**src/rtl/reg_scoreboard_pkg.sv**
```systemverilog
// Shared types and constants for the register scoreboard.
//   SB_CNT_W    : per-register pending counter width
//   SB_IDX_W    : architectural register index width
//   SB_NUM_REGS : architectural registers tracked (x0 never tracked)
//   sb_cnt_t    : one pending counter value
//   sb_wr_t     : issue / writeback bus (valid + destination register)
package reg_scoreboard_pkg;

  localparam int SB_CNT_W    = 2;
  localparam int SB_IDX_W    = 5;
  localparam int SB_NUM_REGS = 32;

  typedef logic [SB_CNT_W-1:0] sb_cnt_t;

  typedef struct packed {
    logic                valid;
    logic [SB_IDX_W-1:0] rd;
  } sb_wr_t;

endpackage

```
**src/rtl/reg_scoreboard_sb_cnt.sv**
```systemverilog
// One saturating up/down pending-write counter for a single register.
// Ports:
//   clk, rst : clock, asynchronous active-high reset
//   clr      : synchronous clear, dominates inc/dec
//   inc      : one more write in flight
//   dec      : one write retired
//   cnt      : current registered count
//   sat      : count at its maximum value
//   zero     : count is zero
//   uflow    : retire requested with nothing in flight (count held at 0)
module reg_scoreboard_sb_cnt
  import reg_scoreboard_pkg::*;
#(
  parameter int CNT_W = SB_CNT_W
) (
  input  logic             clk,
  input  logic             rst,
  input  logic             clr,
  input  logic             inc,
  input  logic             dec,
  output logic [CNT_W-1:0] cnt,
  output logic             sat,
  output logic             zero,
  output logic             uflow
);

  logic [CNT_W-1:0] cnt_q;
  logic [CNT_W-1:0] cnt_d;

  assign cnt   = cnt_q;
  assign sat   = (cnt_q == '1);
  assign zero  = (cnt_q == '0);
  // Simultaneous inc+dec cancels, so it never counts as an underflow.
  assign uflow = dec && !inc && !clr && zero;

  always_comb begin
    cnt_d = cnt_q;
    if (clr) begin
      cnt_d = '0;
    end else if (inc && !dec && !sat) begin
      cnt_d = cnt_q + CNT_W'(1);
    end else if (dec && !inc && !zero) begin
      cnt_d = cnt_q - CNT_W'(1);
    end
  end

  always_ff @(posedge clk or posedge rst) begin
    if (rst) begin
      cnt_q <= '0;
    end else begin
      cnt_q <= cnt_d;
    end
  end

endmodule

```
**src/rtl/reg_scoreboard.sv**
```systemverilog
// Register scoreboard: tracks in-flight long-latency writes per destination
// register and answers decode-stage hazard queries.
// Optional feature macro: SCOREBOARD_WB_BYPASS_EN -- when defined, a query
// hitting a register with exactly one write in flight whose writeback fires
// this cycle reports not pending (value comes from the forwarding path).
// Ports:
//   clk, rst             : clock, asynchronous active-high reset
//   flush                : synchronous clear of all pending counts
//   iss_valid, iss_rd    : long-latency op issued writing iss_rd
//   iss_ready            : issue accepted (0 = counter for iss_rd full)
//   wb_valid, wb_rd      : tracked writeback completes for wb_rd
//   q_rs1_use, q_rs1     : decode rs1 query
//   q_rs2_use, q_rs2     : decode rs2 query
//   rs1_pending          : rs1 has a write in flight (combinational)
//   rs2_pending          : rs2 has a write in flight (combinational)
//   stall                : either source pending
//   busy                 : any register has a write in flight
//   err_uflow            : sticky, writeback seen with nothing in flight
module reg_scoreboard
  import reg_scoreboard_pkg::*;
#(
  parameter int NUM_REGS = SB_NUM_REGS,
  parameter int IDX_W    = SB_IDX_W,
  parameter int CNT_W    = SB_CNT_W
) (
  input  logic             clk,
  input  logic             rst,
  input  logic             flush,
  input  logic             iss_valid,
  input  logic [IDX_W-1:0] iss_rd,
  output logic             iss_ready,
  input  logic             wb_valid,
  input  logic [IDX_W-1:0] wb_rd,
  input  logic             q_rs1_use,
  input  logic [IDX_W-1:0] q_rs1,
  input  logic             q_rs2_use,
  input  logic [IDX_W-1:0] q_rs2,
  output logic             rs1_pending,
  output logic             rs2_pending,
  output logic             stall,
  output logic             busy,
  output logic             err_uflow
);

  sb_wr_t iss_bus;
  sb_wr_t wb_bus;

  assign iss_bus.valid = iss_valid;
  assign iss_bus.rd    = iss_rd;
  assign wb_bus.valid  = wb_valid;
  assign wb_bus.rd     = wb_rd;

  logic [CNT_W-1:0]    cnt_w [NUM_REGS];
  logic [NUM_REGS-1:0] sat_w;
  logic [NUM_REGS-1:0] zero_w;
  logic [NUM_REGS-1:0] uflow_w;
  logic                iss_fire;
  logic                wb_fire;
  logic                err_uflow_q;
  logic                err_uflow_d;

  // x0 is hardwired: never pending, never full, never underflows.
  assign cnt_w[0]   = '0;
  assign sat_w[0]   = 1'b0;
  assign zero_w[0]  = 1'b1;
  assign uflow_w[0] = 1'b0;

  // A writeback to the same rd in this cycle frees the slot the issue needs.
  assign iss_ready = !sat_w[iss_bus.rd] || (wb_bus.valid && (wb_bus.rd == iss_bus.rd));
  assign iss_fire  = iss_bus.valid && iss_ready && (iss_bus.rd != '0);
  assign wb_fire   = wb_bus.valid && (wb_bus.rd != '0);

  for (genvar i = 1; i < NUM_REGS; i++) begin : g_cnt
    logic inc_w;
    logic dec_w;
    assign inc_w = iss_fire && (iss_bus.rd == IDX_W'(i));
    assign dec_w = wb_fire  && (wb_bus.rd  == IDX_W'(i));

    reg_scoreboard_sb_cnt #(
      .CNT_W (CNT_W)
    ) u_cnt (
      .clk   (clk),
      .rst   (rst),
      .clr   (flush),
      .inc   (inc_w),
      .dec   (dec_w),
      .cnt   (cnt_w[i]),
      .sat   (sat_w[i]),
      .zero  (zero_w[i]),
      .uflow (uflow_w[i])
    );
  end

  logic rs1_hit;
  logic rs2_hit;

  assign rs1_hit = q_rs1_use && (q_rs1 != '0) && (cnt_w[q_rs1] != '0);
  assign rs2_hit = q_rs2_use && (q_rs2 != '0) && (cnt_w[q_rs2] != '0);

`ifdef SCOREBOARD_WB_BYPASS_EN
  // Last outstanding write retiring now: forwarding covers the read.
  logic rs1_byp;
  logic rs2_byp;
  assign rs1_byp = wb_fire && (wb_bus.rd == q_rs1) && (cnt_w[q_rs1] == CNT_W'(1));
  assign rs2_byp = wb_fire && (wb_bus.rd == q_rs2) && (cnt_w[q_rs2] == CNT_W'(1));
  assign rs1_pending = rs1_hit && !rs1_byp;
  assign rs2_pending = rs2_hit && !rs2_byp;
`else
  assign rs1_pending = rs1_hit;
  assign rs2_pending = rs2_hit;
`endif

  assign stall = rs1_pending || rs2_pending;
  assign busy  = ~&zero_w;

  // Sticky until reset; flush does not clear it.
  assign err_uflow_d = err_uflow_q || (|uflow_w);

  always_ff @(posedge clk or posedge rst) begin
    if (rst) begin
      err_uflow_q <= 1'b0;
    end else begin
      err_uflow_q <= err_uflow_d;
    end
  end

  assign err_uflow = err_uflow_q;

endmodule

```
**config.mk**
```make
export PLATFORM = sky130hd
export DESIGN_NAME = reg_scoreboard
export DESIGN_NICKNAME = d
export VERILOG_FILES = /design/src/rtl/reg_scoreboard_pkg.sv /design/src/rtl/reg_scoreboard_sb_cnt.sv /design/src/rtl/reg_scoreboard.sv
export SDC_FILE = /design/constraint.sdc
export NUM_CORES = 1
export LEC_CHECK = 0
export ABC_CLOCK_PERIOD_IN_PS = 4800
export CAP_MARGIN = 20
export CORE_ASPECT_RATIO = 1.5
export CORE_UTILIZATION = 60
export CTS_BUF_LIST = sky130_fd_sc_hd__clkbuf_16
export DETAILED_ROUTE_END_ITERATION = 8
export PLACE_DENSITY = 0.85
export SYNTH_ARGS = -nofsm -noshare
export SYNTH_HDL_FRONTEND = slang
export SYNTH_SLANG_ARGS = --single-unit
```
**constraint.sdc**
```tcl
create_clock -name clk -period 4.8 [get_ports clk]
set_clock_uncertainty 0.1 [all_clocks]
set_input_delay 0.48 -clock clk [delete_from_list [all_inputs] [get_ports clk]]
set_output_delay 0.48 -clock clk [all_outputs]
set_load 0.01 [all_outputs]
```
Word-level counts from Yosys, hierarchy flattened
Cells that the tools add are included.

storage, ports and cells
  flip-flop bits (word level) = 63
  bits of input ports = 27
  output and inout port bits = 6
  word-level logic and storage cells = 750

operators by class
  add/sub/neg operators = 62
  order comparisons = 3
  eq/ne operators = 94
  multiplexer cells = 101
  bitwise logic cells = 2
  reductions and logical operators = 456

operators with widths
  cell                                                        number
  logical AND 1 bit                                           256
  two-way mux 2 bit                                           97
  equality test 5 bit, second input constant                  32
  logical NOT 1 bit                                           127
  nonzero test 3 bit                                          31
  equality test 5 x 4 -> 1 bit, second input constant         16
  adder 2 x 1 -> 2 bit, second input constant                 31
  equality test 2 bit, second input constant                  31
  logical NOT 2 bit                                           31
  subtractor 2 x 1 -> 2 bit, second input constant            31
  equality test 5 x 3 -> 1 bit, second input constant         8
  AND reduction 31 bit                                        1
  OR reduction 31 bit                                         1
  binary-select mux 2 bit (select 5 bit)                      2
  equality test 5 x 2 -> 1 bit, second input constant         4
  nonzero test 5 bit                                          4
  greater-or-equal comparator 6 bit, second input constant    2
  inverter 5 -> 6 bit                                         2
  equality test 5 x 1 -> 1 bit, second input constant         2
  less-than comparator 5 x 6 -> 1 bit, second input constant  1
  binary-select mux 1 bit (select 5 bit)                      1
  equality test 5 bit                                         1
  nonzero test 2 bit                                          2
  logical OR 1 bit                                            3
  two-way mux 1 bit                                           1

Depth between registers and ports, before layout
  depth in word-level cells = 14
  mapped depth = 13
  depth with buffers taken out = 9

Cells and area by module
A second synthesis with hierarchy kept.

unflattened totals
  cell total of the unflattened synthesis = 764
  area total of the unflattened synthesis = 6566.3 um^2

by module, submodules not included
  module                 times used  cells each  area an instance (um^2)
  reg_scoreboard_sb_cnt  31          16          155.1
  reg_scoreboard         1           268         1756.7

Worst setup path after synthesis
OpenSTA, ideal clock, no wires.

  path kind = input-to-reg
  start = input iss_rd[0]
  end = register err_uflow_q, in the netlist err_uflow
  data arrival time = 2.705 ns
  required time = 4.570 ns
  setup slack = 1.864 ns
  stages = 12
  cell sequence = buf_4 -> buf_2 -> a311o_1 -> a41o_1 -> o21bai_2 -> a22o_2 -> buf_6 -> buf_4 -> a21oi_1 -> a2111oi_0 -> nand4_1 -> a2bb2oi_2

on the way
  cells in the longest elaborated chain, start to end = 13
  elaborated cells between the ends (all ways) = 197
  classes of those cells = eq/ne: 32; mux: 2; reduce/logical: 163

ends and longest elaborated chain
  item                                     line                         RTL
  start, declared                          reg_scoreboard.sv:30         input logic [IDX_W-1:0] iss_rd,
  binary-select mux 1 bit (select 5 bit)   reg_scoreboard.sv:69         assign iss_ready = !sat_w[iss_bus.rd] || (wb_bus.valid && (wb_bus.rd == iss_bus.rd));
  two-way mux 1 bit (not written as such)  reg_scoreboard.sv:69
  logical NOT 1 bit                        reg_scoreboard.sv:69
  logical OR 1 bit                         reg_scoreboard.sv:69
  logical AND 1 bit (2 in series)          reg_scoreboard.sv:70         assign iss_fire = iss_bus.valid && iss_ready && (iss_bus.rd != '0);
  logical AND 1 bit                        reg_scoreboard.sv:76         assign inc_w = iss_fire && (iss_bus.rd == IDX_W'(i));
  logical NOT 1 bit                        reg_scoreboard_sb_cnt.sv:34  assign uflow = dec && !inc && !clr && zero;
  logical AND 1 bit (3 in series)          reg_scoreboard_sb_cnt.sv:34
  OR reduction 31 bit (*)                  reg_scoreboard.sv:117        assign err_uflow_d = err_uflow_q || (|uflow_w);
  logical OR 1 bit (*)                     reg_scoreboard.sv:117
  named net err_uflow_d                    reg_scoreboard.sv:60         logic err_uflow_d;
  end signal, assigned                     reg_scoreboard.sv:123        err_uflow_q <= err_uflow_d;
  end, declared                            reg_scoreboard.sv:59         logic err_uflow_q;

The timed path passes the listed nets; every way through them passes the cells marked *. The select of a mux whose other input is x is not followed.
A chain may end at the register's enable or synchronous reset.

Worst setup path in the final report
  start = input iss_rd[1]
  end = output iss_ready

on the way
  cells in the longest elaborated chain, start to end = 4
  elaborated cells between the ends (all ways) = 6
  classes of those cells = eq/ne: 1; mux: 2; reduce/logical: 3

ends and longest elaborated chain
  item                                     line                  RTL
  binary-select mux 1 bit (select 5 bit)   reg_scoreboard.sv:69
  two-way mux 1 bit (not written as such)  reg_scoreboard.sv:69
  logical NOT 1 bit                        reg_scoreboard.sv:69
  logical OR 1 bit (*)                     reg_scoreboard.sv:69
  end, declared                            reg_scoreboard.sv:31  output logic iss_ready,

Mark *: on every way between the ends. The rest lies on a longest branch, timed or not. The select of a mux whose other input is x is not followed.

==> results.md <==
* Die Ht at 115.7 um
* Longest Clk Path Bufs at 2
* Commonest register cell after synthesis: dfrtp_1
* Final nets at 699
* Leakage at 2.179 nW
* RD Place Congestion at 1.021
* Netlist cell types at 57
* Initial Utilization at 61.83%
* Slew @ Worst Pin at 873.4 ps
* Sequential area share after synthesis at 30.49%
* Resized cells post-CTS at 0
* Final period util at 90.68%
* CP max FO at 27
* Syn_area_per_cell at 7.978 um^2
* Max Clk Rate at 229.8 MHz
* Initial antenna violation count at 0
* Worst-Skew Late Latency at 340 ps
* Die X at 77.79 um
* Core box area at 8362 um^2
* First-pass iteration count of the detailed router at 9
* Cell row count at 41
* Vias per inst at 7.517
* Placed insts at 767
* Post-synthesis cell area at 5170 um^2
* Vias in the first global route at 5,672
* Global-route wire length before repair at 30.57 mm
* Mapped Nets at 675
* Worst Setup End Kind: primary output
* Diodes inserted at 0
* DRT iter0 DRCs at 961
* TritonCTS Buffers at 9
* Post-layout util at 70.31%
* Main combinational cell family by area after synthesis: simple AND/OR/NAND/NOR gates
* Number of flops mapped to enable cells by yosys at 0
* Simple-Gate Fraction of Synth Area at 29.99%
* GRT Total Usage at 45.86%
* # DRC at 1
* Setup Crit Path Kind: in2out
* Fin. max-slew vios at 0
* Setup slack, reg-to-reg at 1180 ps
* Final min period at 4353 ps
* Worst setup SP type: input port
* Hold_buf cts at 0
* Worst EP required at 4220 ps
* Unrepaired setup endpoints after global routing: false
* Root Buffer: clkbuf_16
* Complex-gate fraction of the synthesized area at 28.46%
* Max Cap Violations at 0
* Clock transition at path regs at 60 ps
* PortBufs at 32
* Seq cells post-synth at 63
* Asr flop ratio synth at 100.0%
* Hold path cells at 1
* XOR/XNOR Fraction of Synth Area at 1.016%
* Mapped Cells at 648
* Most common cell after layout, fill and taps aside: nor2_1
* Failing checks: DRC
* Worst hold-check path type: reg2reg
* HPWL Detailed at 14.15 mm
* Yosys warnings at 0
* Worst Reg-to-Reg Cells at 9
* DR WL/cell at 25.44 um
* DRT Wirelength at 19.92 mm
* Peak VDD IR at 0.0001791 V
* Routed Antenna Nets at 0
* Clk sinks at 63
* Crit path DAT at 3770 ps
* Largest net degree at the start of global routing at 64
* GRT Residual Overflow at 0
* H-tree lvl count at 3
* Status: finished with violations
* CTS tree: yes
* Final hold vios at 0
* Commonest cells after routing, fill and taps aside: 85 x nor2_1, 63 x dfrtp_1, 58 x nand2_1, 52 x a21oi_1, 45 x nor3_1
* Layout cell share with drive strength beyond 1 at 8.432%
* Worst slew margin at 41.77%
* Setup TNS at 0 ps
* Post-Layout Cell Count at 783
* PwrDens at 252.1 nW/um^2
* # IOs at 33
* Total number of vias at 5,886
* Full die area at 8999 um^2
* Adder-Cell Fraction of Synth Area at 0%
* Final setup fails at 0
* Setup bufs post-CTS at 0
* Post-synthesis mux area share at 6.534%
* Layout area overhead at 13.72%
[critical path: stages]
cell             delay [ps]
clkdlybuf4s50_1         630
nor2b_1                 690
a32oi_1                 300
a32o_1                  310
or3_1                   360
a22o_2                  430
clkdlybuf4s50_1         570
[Yosys cell counts, types with 3 or more instances]
| library cell | number | area [um^2] |
|---|---|---|
| nor2b_1 | 6 | 37.54 |
| a21boi_1 | 6 | 45.04 |
| nor4_1 | 3 | 18.77 |
| a21boi_0 | 3 | 22.52 |
| a21oi_1 | 52 | 260.3 |
| mux4_2 | 15 | 337.8 |
| or3_1 | 6 | 37.54 |
| and2_1 | 9 | 56.30 |
| nand4_1 | 12 | 75.07 |
| or2_0 | 3 | 18.77 |
| inv_1 | 7 | 26.28 |
| nand2_1 | 58 | 217.7 |
| a311oi_1 | 5 | 43.79 |
| o211ai_1 | 9 | 67.56 |
| nor3_1 | 45 | 225.2 |
| buf_2 | 7 | 35.03 |
| a32oi_1 | 3 | 26.28 |
| and4_1 | 6 | 52.55 |
| o21ai_0 | 43 | 215.2 |
| nand2b_1 | 33 | 206.5 |
| o311a_1 | 6 | 60.06 |
| dfrtp_1 | 63 | 1577 |
| o21a_1 | 19 | 142.6 |
| and3_1 | 6 | 37.54 |
| nor2_1 | 85 | 319.1 |
| or2_2 | 3 | 18.77 |
| a211oi_1 | 40 | 300.3 |
| nor3b_1 | 12 | 90.09 |
| xor2_1 | 4 | 35.03 |
| buf_6 | 3 | 33.78 |
| a2111oi_0 | 5 | 43.79 |
| nand3_1 | 12 | 60.06 |
| a31oi_1 | 10 | 62.56 |
| clkbuf_1 | 18 | 67.56 |
[path summary, 6_finish.rpt]
path	startpoint	to
worst max-delay path	iss_rd[1]	iss_ready
worst max register to register	g_cnt[2].u_cnt.cnt[0]$_DFFE_PP0P_	err_uflow$_DFF_PP0_
min in group asynchronous	rst	g_cnt[30].u_cnt.cnt[1]$_DFFE_PP0P_
worst min register to register	g_cnt[29].u_cnt.cnt[0]$_DFFE_PP0P_	g_cnt[29].u_cnt.cnt[0]$_DFFE_PP0P_
max in group asynchronous	rst	g_cnt[21].u_cnt.cnt[1]$_DFFE_PP0P_
worst min-delay path	g_cnt[29].u_cnt.cnt[0]$_DFFE_PP0P_	g_cnt[29].u_cnt.cnt[0]$_DFFE_PP0P_
[power by group]
part | switching (mW) | internal (mW) | total, mW
logic | 0.149 | 0.0853 | 0.234
registers | 0.00783 | 0.538 | 0.546
clock network | 0.252 | 0.450 | 0.702
[sequential cells by signal, summed over array words and instances, names as in the netlist]
register,cells
g_cnt.u_cnt.cnt,62
err_uflow,1
[cell families after synthesis]
family / Yosys count
and+or+nand+nor: 309
muxes: 15
buffers and inverters: 38
DFF: 63
AOI/OAI and AO/OA: 217
xor gates and xnor gates: 6
[routing by layer]
layer	up-vias	wire, um	global-route usage (%)
li1	2501	-	-
met1	2735	6576	49.19
met2	493	9516	78.23
met3	157	2024	10.63
met4	0	1806	35.22
met5	-	0	0
[layout make-up]
class | count | area [um^2]
clock buffers | 9 | 225.2
clock inverters | 6 | 87.58
fillers | 651 | 2482
inverters | 7 | 26.28
multi-input cells | 547 | 3412
flip-flops and latches | 63 | 1577
well taps | 107 | 133.9
repair buffers | 44 | 417.9
[metrics by stage]
step | power [mW] | worst slack (ps) | area (um^2) | hold WS (ps)
floorplan | 0.6863 | 1864 | 5170 | 381.6
global placement | 0.7716 | 397.7 | 5547 | 404.1
detailed placement | 0.7751 | 358.6 | 5547 | 421.4
CTS | 1.472 | 550.5 | 5859 | 432.8
global route | 1.515 | 319.1 | 5879 | 456.3
finish | 1.482 | 447.5 | 5879 | 444.0
Note: power is estimated with default switching activity, not from simulation.
